`src/rtl/ucode_pkg.sv`:
```
// Shared definitions for the multiply microcode dispatch path: NOP encoding, MUL variants,
// dispatch FSM states and opcodes common to the sequencer.
package ucode_pkg;

    localparam logic [4:0]  OPC_NOP  = 5'b11001;
    localparam logic [4:0]  OPC_ADD  = 5'b00000;
    localparam logic [4:0]  OPC_SUB  = 5'b00001;
    localparam logic [4:0]  OPC_SHL  = 5'b00110;
    localparam logic [4:0]  OPC_SHR  = 5'b00111;
    localparam logic [4:0]  OPC_MOV  = 5'b01000;

    localparam logic [31:0] NOP = {OPC_NOP, 27'b0};

    localparam logic [1:0]  MUL_MULI  = 2'd0;
    localparam logic [1:0]  MUL_MULR  = 2'd1;
    localparam logic [1:0]  MUL_MULSI = 2'd2;
    localparam logic [1:0]  MUL_MULSR = 2'd3;

    typedef enum logic [1:0] {
        StIdle,
        StLaunch,
        StRun,
        StDrain
    } disp_state_e;

endpackage

```
`src/rtl/ucode_watchdog.sv`:
```
// Saturating cycle watchdog for the microcode sequencer; expire asserts in the enabled cycle
// in which the count reaches TIMEOUT.
module ucode_watchdog #(
    parameter int unsigned TIMEOUT = 1024
) (
    input  logic clk,
    input  logic rst,
    input  logic i_clear,
    input  logic i_enable,
    output logic o_expire
);

    localparam int unsigned CW = $clog2(TIMEOUT + 1);

    logic [CW-1:0] r_cnt;

    always_ff @(posedge clk) begin
        if (rst || i_clear) begin
            r_cnt <= '0;
        end else if (i_enable && (r_cnt != CW'(TIMEOUT))) begin
            r_cnt <= r_cnt + CW'(1);
        end
    end

    assign o_expire = i_enable && (r_cnt >= CW'(TIMEOUT - 1));

endmodule

```
`src/rtl/ucode_dispatch_ctrl.sv`:
```
// Issue-side controller that hands the decode stream to the multiply microcode sequencer and back.
// Optional statistics counters are built when UCODE_DISPATCH_STATS_EN is defined.
module ucode_dispatch_ctrl
    import ucode_pkg::*;
#(
    parameter int unsigned TIMEOUT      = 1024,
    parameter int unsigned DRAIN_CYCLES = 2
) (
    input  logic        clk,
    input  logic        rst,
    input  logic [31:0] if_instr,
    input  logic        if_valid,
    input  logic        id_mul_valid,
    input  logic [3:0]  id_dest,
    input  logic [3:0]  id_src,
    input  logic [15:0] id_imm,
    input  logic [31:0] id_rs2_data,
    input  logic [1:0]  id_mul_type,
    input  logic [3:0]  flags_in,
    input  logic [31:0] uc_instr,
    input  logic        uc_mux_ctrl,
    input  logic        uc_release,
    output logic        uc_start,
    output logic [3:0]  uc_dest,
    output logic [3:0]  uc_src,
    output logic [15:0] uc_imm,
    output logic [31:0] uc_rs2_data,
    output logic [1:0]  uc_type,
    output logic [3:0]  uc_flags,
    output logic        uc_abort,
    output logic [31:0] issue_instr,
    output logic        issue_valid,
    output logic        fetch_stall,
    output logic [3:0]  flags_restore,
    output logic        flags_restore_valid,
    output logic        busy,
    output logic [1:0]  err,
    output logic [15:0] stat_muls,
    output logic [15:0] stat_stall_cycles
);

    localparam int unsigned DCW = (DRAIN_CYCLES > 1) ? $clog2(DRAIN_CYCLES) : 1;

    disp_state_e    r_state;
    disp_state_e    w_state_next;
    logic [DCW-1:0] r_drain_cnt;
    logic           w_drain_done;
    logic           w_expire;
    logic [1:0]     r_err;

    ucode_watchdog #(
        .TIMEOUT (TIMEOUT)
    ) u_watchdog (
        .clk      (clk),
        .rst      (rst),
        .i_clear  (r_state == StLaunch),
        .i_enable (r_state == StRun),
        .o_expire (w_expire)
    );

    always_ff @(posedge clk) begin
        if (rst || (r_state != StDrain)) begin
            r_drain_cnt <= '0;
        end else begin
            r_drain_cnt <= r_drain_cnt + DCW'(1);
        end
    end

    assign w_drain_done = (r_drain_cnt == DCW'(DRAIN_CYCLES - 1));

    always_ff @(posedge clk) begin
        if (rst) begin
            r_state <= StIdle;
        end else begin
            r_state <= w_state_next;
        end
    end

    always_comb begin
        w_state_next = r_state;
        case (r_state)
            StIdle:   if (id_mul_valid) w_state_next = StLaunch;
            StLaunch: w_state_next = StRun;
            StRun:    if (uc_release || w_expire) w_state_next = StDrain;
            StDrain:  if (w_drain_done) w_state_next = StIdle;
            default:  w_state_next = StIdle;
        endcase
    end

    // Outputs are forced to their reset values while rst is held, even though state is registered.
    always_comb begin
        issue_instr         = NOP;
        issue_valid         = 1'b0;
        uc_start            = 1'b0;
        uc_abort            = 1'b0;
        flags_restore_valid = 1'b0;
        if (!rst) begin
            case (r_state)
                StIdle: begin
                    issue_instr = if_instr;
                    issue_valid = if_valid;
                end
                StLaunch: uc_start = 1'b1;
                StRun: begin
                    issue_instr         = uc_mux_ctrl ? uc_instr : NOP;
                    issue_valid         = uc_mux_ctrl;
                    flags_restore_valid = uc_release;
                    uc_abort            = w_expire && !uc_release;
                end
                default: ;
            endcase
        end
    end

    assign fetch_stall   = !rst && ((r_state != StIdle) || id_mul_valid);
    assign busy          = (r_state != StIdle);
    assign flags_restore = uc_flags;
    assign err           = r_err;

    always_ff @(posedge clk) begin
        if (rst) begin
            uc_dest     <= '0;
            uc_src      <= '0;
            uc_imm      <= '0;
            uc_rs2_data <= '0;
            uc_type     <= '0;
            uc_flags    <= '0;
        end else if ((r_state == StIdle) && id_mul_valid) begin
            uc_dest     <= id_dest;
            uc_src      <= id_src;
            uc_imm      <= id_imm;
            uc_rs2_data <= id_rs2_data;
            uc_type     <= id_mul_type;
            uc_flags    <= flags_in;
        end
    end

    always_ff @(posedge clk) begin
        if (rst) begin
            r_err <= '0;
        end else begin
            if (uc_abort) begin
                r_err[0] <= 1'b1;
            end
            if (id_mul_valid && (r_state != StIdle)) begin
                r_err[1] <= 1'b1;
            end
        end
    end

`ifdef UCODE_DISPATCH_STATS_EN
    logic [15:0] r_stat_muls;
    logic [15:0] r_stat_stall;

    always_ff @(posedge clk) begin
        if (rst) begin
            r_stat_muls  <= '0;
            r_stat_stall <= '0;
        end else begin
            if ((r_state == StLaunch) && (r_stat_muls != 16'hFFFF)) begin
                r_stat_muls <= r_stat_muls + 16'd1;
            end
            if (fetch_stall && (r_stat_stall != 16'hFFFF)) begin
                r_stat_stall <= r_stat_stall + 16'd1;
            end
        end
    end

    assign stat_muls         = r_stat_muls;
    assign stat_stall_cycles = r_stat_stall;
`else
    assign stat_muls         = '0;
    assign stat_stall_cycles = '0;
`endif

endmodule

```
`config.mk`:
```
export PLATFORM = sky130hd
export DESIGN_NAME = ucode_dispatch_ctrl
export DESIGN_NICKNAME = d
export VERILOG_FILES = /design/src/rtl/ucode_pkg.sv /design/src/rtl/ucode_watchdog.sv /design/src/rtl/ucode_dispatch_ctrl.sv
export SDC_FILE = /design/constraint.sdc
export NUM_CORES = 1
export LEC_CHECK = 0
export ABC_AREA = 0
export BUFFER_PORTS_ARGS = -buffer_cell sky130_fd_sc_hd__buf_2
export CAP_MARGIN = 20
export CORE_AREA = 2 2 103 105
export DETAILED_ROUTE_END_ITERATION = 6
export DIE_AREA = 0 0 105 107
export GPL_ROUTABILITY_DRIVEN = 0
export HOLD_SLACK_MARGIN = 0.08
export PLACE_DENSITY = 0.83
export SLEW_MARGIN = 20
export SYNTH_ARGS = -nofsm -noshare
export SYNTH_HDL_FRONTEND = slang
export SYNTH_SLANG_ARGS = --single-unit
```
`constraint.sdc`:
```
create_clock -name clk -period 5.14 [get_ports clk]
set_input_delay 1.028 -clock clk [delete_from_list [all_inputs] [get_ports clk]]
set_output_delay 1.028 -clock clk [all_outputs]
set_load 0.005 [all_outputs]
```
==> flow_summary_export.csv <==
group,metric,value,unit
timing,tightestPinTransition,1.01,ns
clock_tree,path_clk_slew,0.09,ns
clock_tree,clockBufferDepth,2,
timing,fin_skew,0.0135,ns
clock_tree,cts_setup_buffers,0,
clock_tree,clock_tree.htree_level_count,3,
synthesis,ys_ff_latch,78,
timing,timing.fmax,291,MHz
worst_setup_path,critPathKind,"reg2out",
worst_setup_path,cp_cell_sequence,"inv_1 -> ha_1 -> and2_1 -> a22oi_1 -> nor2_1 -> buf_2",
worst_setup_path,cp-start-kind,"register",
run,maxCapViolCount,0,
clock_tree,root_buffer,"clkbuf_8",
timing,report.final.slew_viol_count,0,
global_route,grt_max_degree,75,
timing,min_period,3.44,ns
timing,rsz0062_at_grt,"false",
floorplanning,fp.dieW,105,um
clock_tree,numClockSinks,78,
timing,setup_viol,0,
clock_tree,insertion_delay,0.34,ns
floorplanning,dieArea,11200,um2
drt,via_count,3859,
global_route,antenna_found_initial,0,
timing,setup_tns,0,ns
floorplanning,floorplan.initialDensity,36.3,%
global_route,overflow,0,
drt,first_pass_iters,5,
placed_design,port_buffers,237,
layout,stdcell_count,839,
synthesis,syn_area,3670,um2
layout,layout-area-overhead-vs-synth,35.5,%
timing,slew_headroom,32.5,%
power,powerDensity,416,nW/um2
global_route,grt_usage,17.7,%
worst_setup_path,rrSetupSlack,2.87,ns
global_route,first_global_vias,3536,
timing,hold_viol_final,0,
worst_setup_path,crit_path_end_kind,"output pin",
clock_tree,cts_tree,"built",
timing,period_share,66.8,%
placed_design,place_inst,823,
synthesis,yosys_warnings,0,
synthesis,synth_cells,483,
layout,drive_gt1_share,38.1,%
power,p_leak,2.46,nW
clock_tree,cts_resized,0,
placed_design,dpl.hpwl,7.80,mm
layout,antenna_cells,0,
drt,wire_per_inst,12.5,um
run_status,status,"finished, final reports clean",
synthesis,synth_area_per_cell,7.59,um2
floorplanning,ioPinCount,270,
floorplanning,rows,37,
drt,drtIter0Drc,157,
layout,fin_nets,836,
clock_tree,numCtsBuffers,9,
worst_setup_path,crit_fanout,30,
worst_hold_path,min_path_type,"reg2reg",
drt,avgViaCountPerCell,4.60,
clock_tree,cts_hold_buffers,0,
global_route,grt_first_pass_wirelength,16.4,mm
drt,drcViolationCount,0,
drt,drt_wl_total,10.5,mm
drt,antenna_left,0,
worst_setup_path,critPathRequiredTime,4.11,ns
synthesis,ys_types,34,
worst_setup_path,max_stage_delay,0.86,ns
power,ir_drop,211,uV
synthesis,synth_seq_area_share,42.6,%
floorplanning,core,10100,um2
floorplanning,die_h,107,um
worst_setup_path,arrival,2.41,ns
worst_setup_path,cp_slowest_cell,"and2_1",
power,power.total,2.07,mW
kinds of logic after synthesis:
kind of cell | count (synthesis) | synth area share, %
mux | 2 | 0.546
fa+ha+maj | 6 | 2.05
flops | 78 | 42.6
compound gates | 115 | 18.7
xor+xnor | 6 | 1.43
buf+inv | 76 | 11.8
simple gates | 199 | 22.9
other cells | 1 | 0.102
through the flow:
stage | area (um2) | utilization, % | hold WS (ns) | setup slack [ns]
floorplan | 3780 | - | 0.442 | 2.46
global placement | 4780 | 47.3 | 0.435 | 1.81
detailed placement | 4780 | 47.4 | 0.441 | 1.75
CTS | 4970 | 49.2 | 0.454 | 1.69
global route | 4970 | 49.2 | 0.468 | 1.39
finish | 4970 | 49.2 | 0.450 | 1.70
power breakdown:
group	switching [mW]	internal, mW
clock network	0.242	0.186
registers	0.0530	0.707
logic	0.522	0.356
total	0.817	1.25
registers in the layout, indices dropped and copies added, names as in the netlist:
name and flops:
uc_rs2_data 32, uc_imm 16, u_watchdog.r_cnt 11, flags_restore 4, uc_dest 4, uc_src 4
err 2, r_state 2, uc_type 2, r_drain_cnt 1
layout by cell type (no fill, tap or decap), types with 2 or more instances in the layout:
cell type	n
xnor2_1	4
a22oi_1	29
ha_1	6
nor3_1	3
a21oi_1	72
buf_4	4
nor4_2	3
nand4_1	2
inv_6	5
mux2i_1	2
or3_1	3
o21ai_0	6
inv_1	8
nand3_1	3
nand2b_1	4
clkbuf_8	9
dfxtp_1	78
conb_1	32
buf_2	237
clkinv_4	2
nor2_1	42
nand2_1	127
nor2b_1	6
xor2_1	2
worst paths after layout:
path         startpoint               to  cells past startpoint
min              err[0]           err[0]                      2
min reg2reg      err[0]           err[0]                      2
max reg2reg  r_state[0]  uc_rs2_data[15]                      7
max          r_state[0]   issue_instr[7]                      6
synthesized netlist by cell type:
| master | count | area, um2 |
|---|---|---|
| and2_1 | 2 | 12.5 |
| o21bai_1 | 2 | 15.0 |
| nand4_1 | 2 | 12.5 |
| or2_2 | 1 | 6.26 |
| nor2b_1 | 6 | 37.5 |
| o31a_2 | 1 | 10.0 |
| ha_1 | 6 | 75.1 |
| nand2_1 | 128 | 480 |
| buf_1 | 1 | 3.75 |
| xnor2_1 | 4 | 35.0 |
| mux2i_1 | 2 | 20.0 |
| nand3_1 | 3 | 15.0 |
| nor3b_1 | 1 | 7.51 |
| a211oi_2 | 1 | 12.5 |
| or3_1 | 3 | 18.8 |
| nor2_1 | 42 | 158 |
| dfxtp_1 | 78 | 1560 |
| nor4_2 | 3 | 37.5 |
| nand4_2 | 1 | 12.5 |
| a31oi_1 | 1 | 6.26 |
| a41oi_2 | 1 | 16.3 |
| clkbuf_1 | 22 | 82.6 |
| nor3_1 | 3 | 15.0 |
| nand2b_1 | 4 | 25.0 |
| xor2_1 | 2 | 17.5 |
| conb_1 | 1 | 3.75 |
| buf_4 | 36 | 270 |
| o21ai_0 | 6 | 30.0 |
| o21a_1 | 1 | 7.51 |
| inv_1 | 8 | 30.0 |
| a21oi_1 | 72 | 360 |
| buf_2 | 9 | 45.0 |
| a22oi_1 | 29 | 218 |
| a31o_1 | 1 | 8.76 |
routing by layer:
layer	track usage [%]	wire, um
met1	22.2	4630
met2	29.6	5040
met3	6.02	786
met4	4.00	53
met5	0	0
area by class of cell:
cell class                      count  area [um2]
Clock buffer                        9         124
Sequential cell                    78        1560
Clock inverter                      7        61.3
Tap cell                          136         170
Timing Repair Buffer              241        1220
Fill cell                        1037        5120
Inverter                            8        30.0
Multi-Input combinational cell    360        1810
critical path, delay by kind of cell (launching register included):
kind	cells	cell delay (ns)
AOI/OAI and AO/OA	1	0.16
adders and majority gates	1	0.34
buffers and inverters	2	0.22
DFF	1	0.35
and+or+nand+nor	2	1.01
No activity file was read; power rests on OpenSTA's default activity.
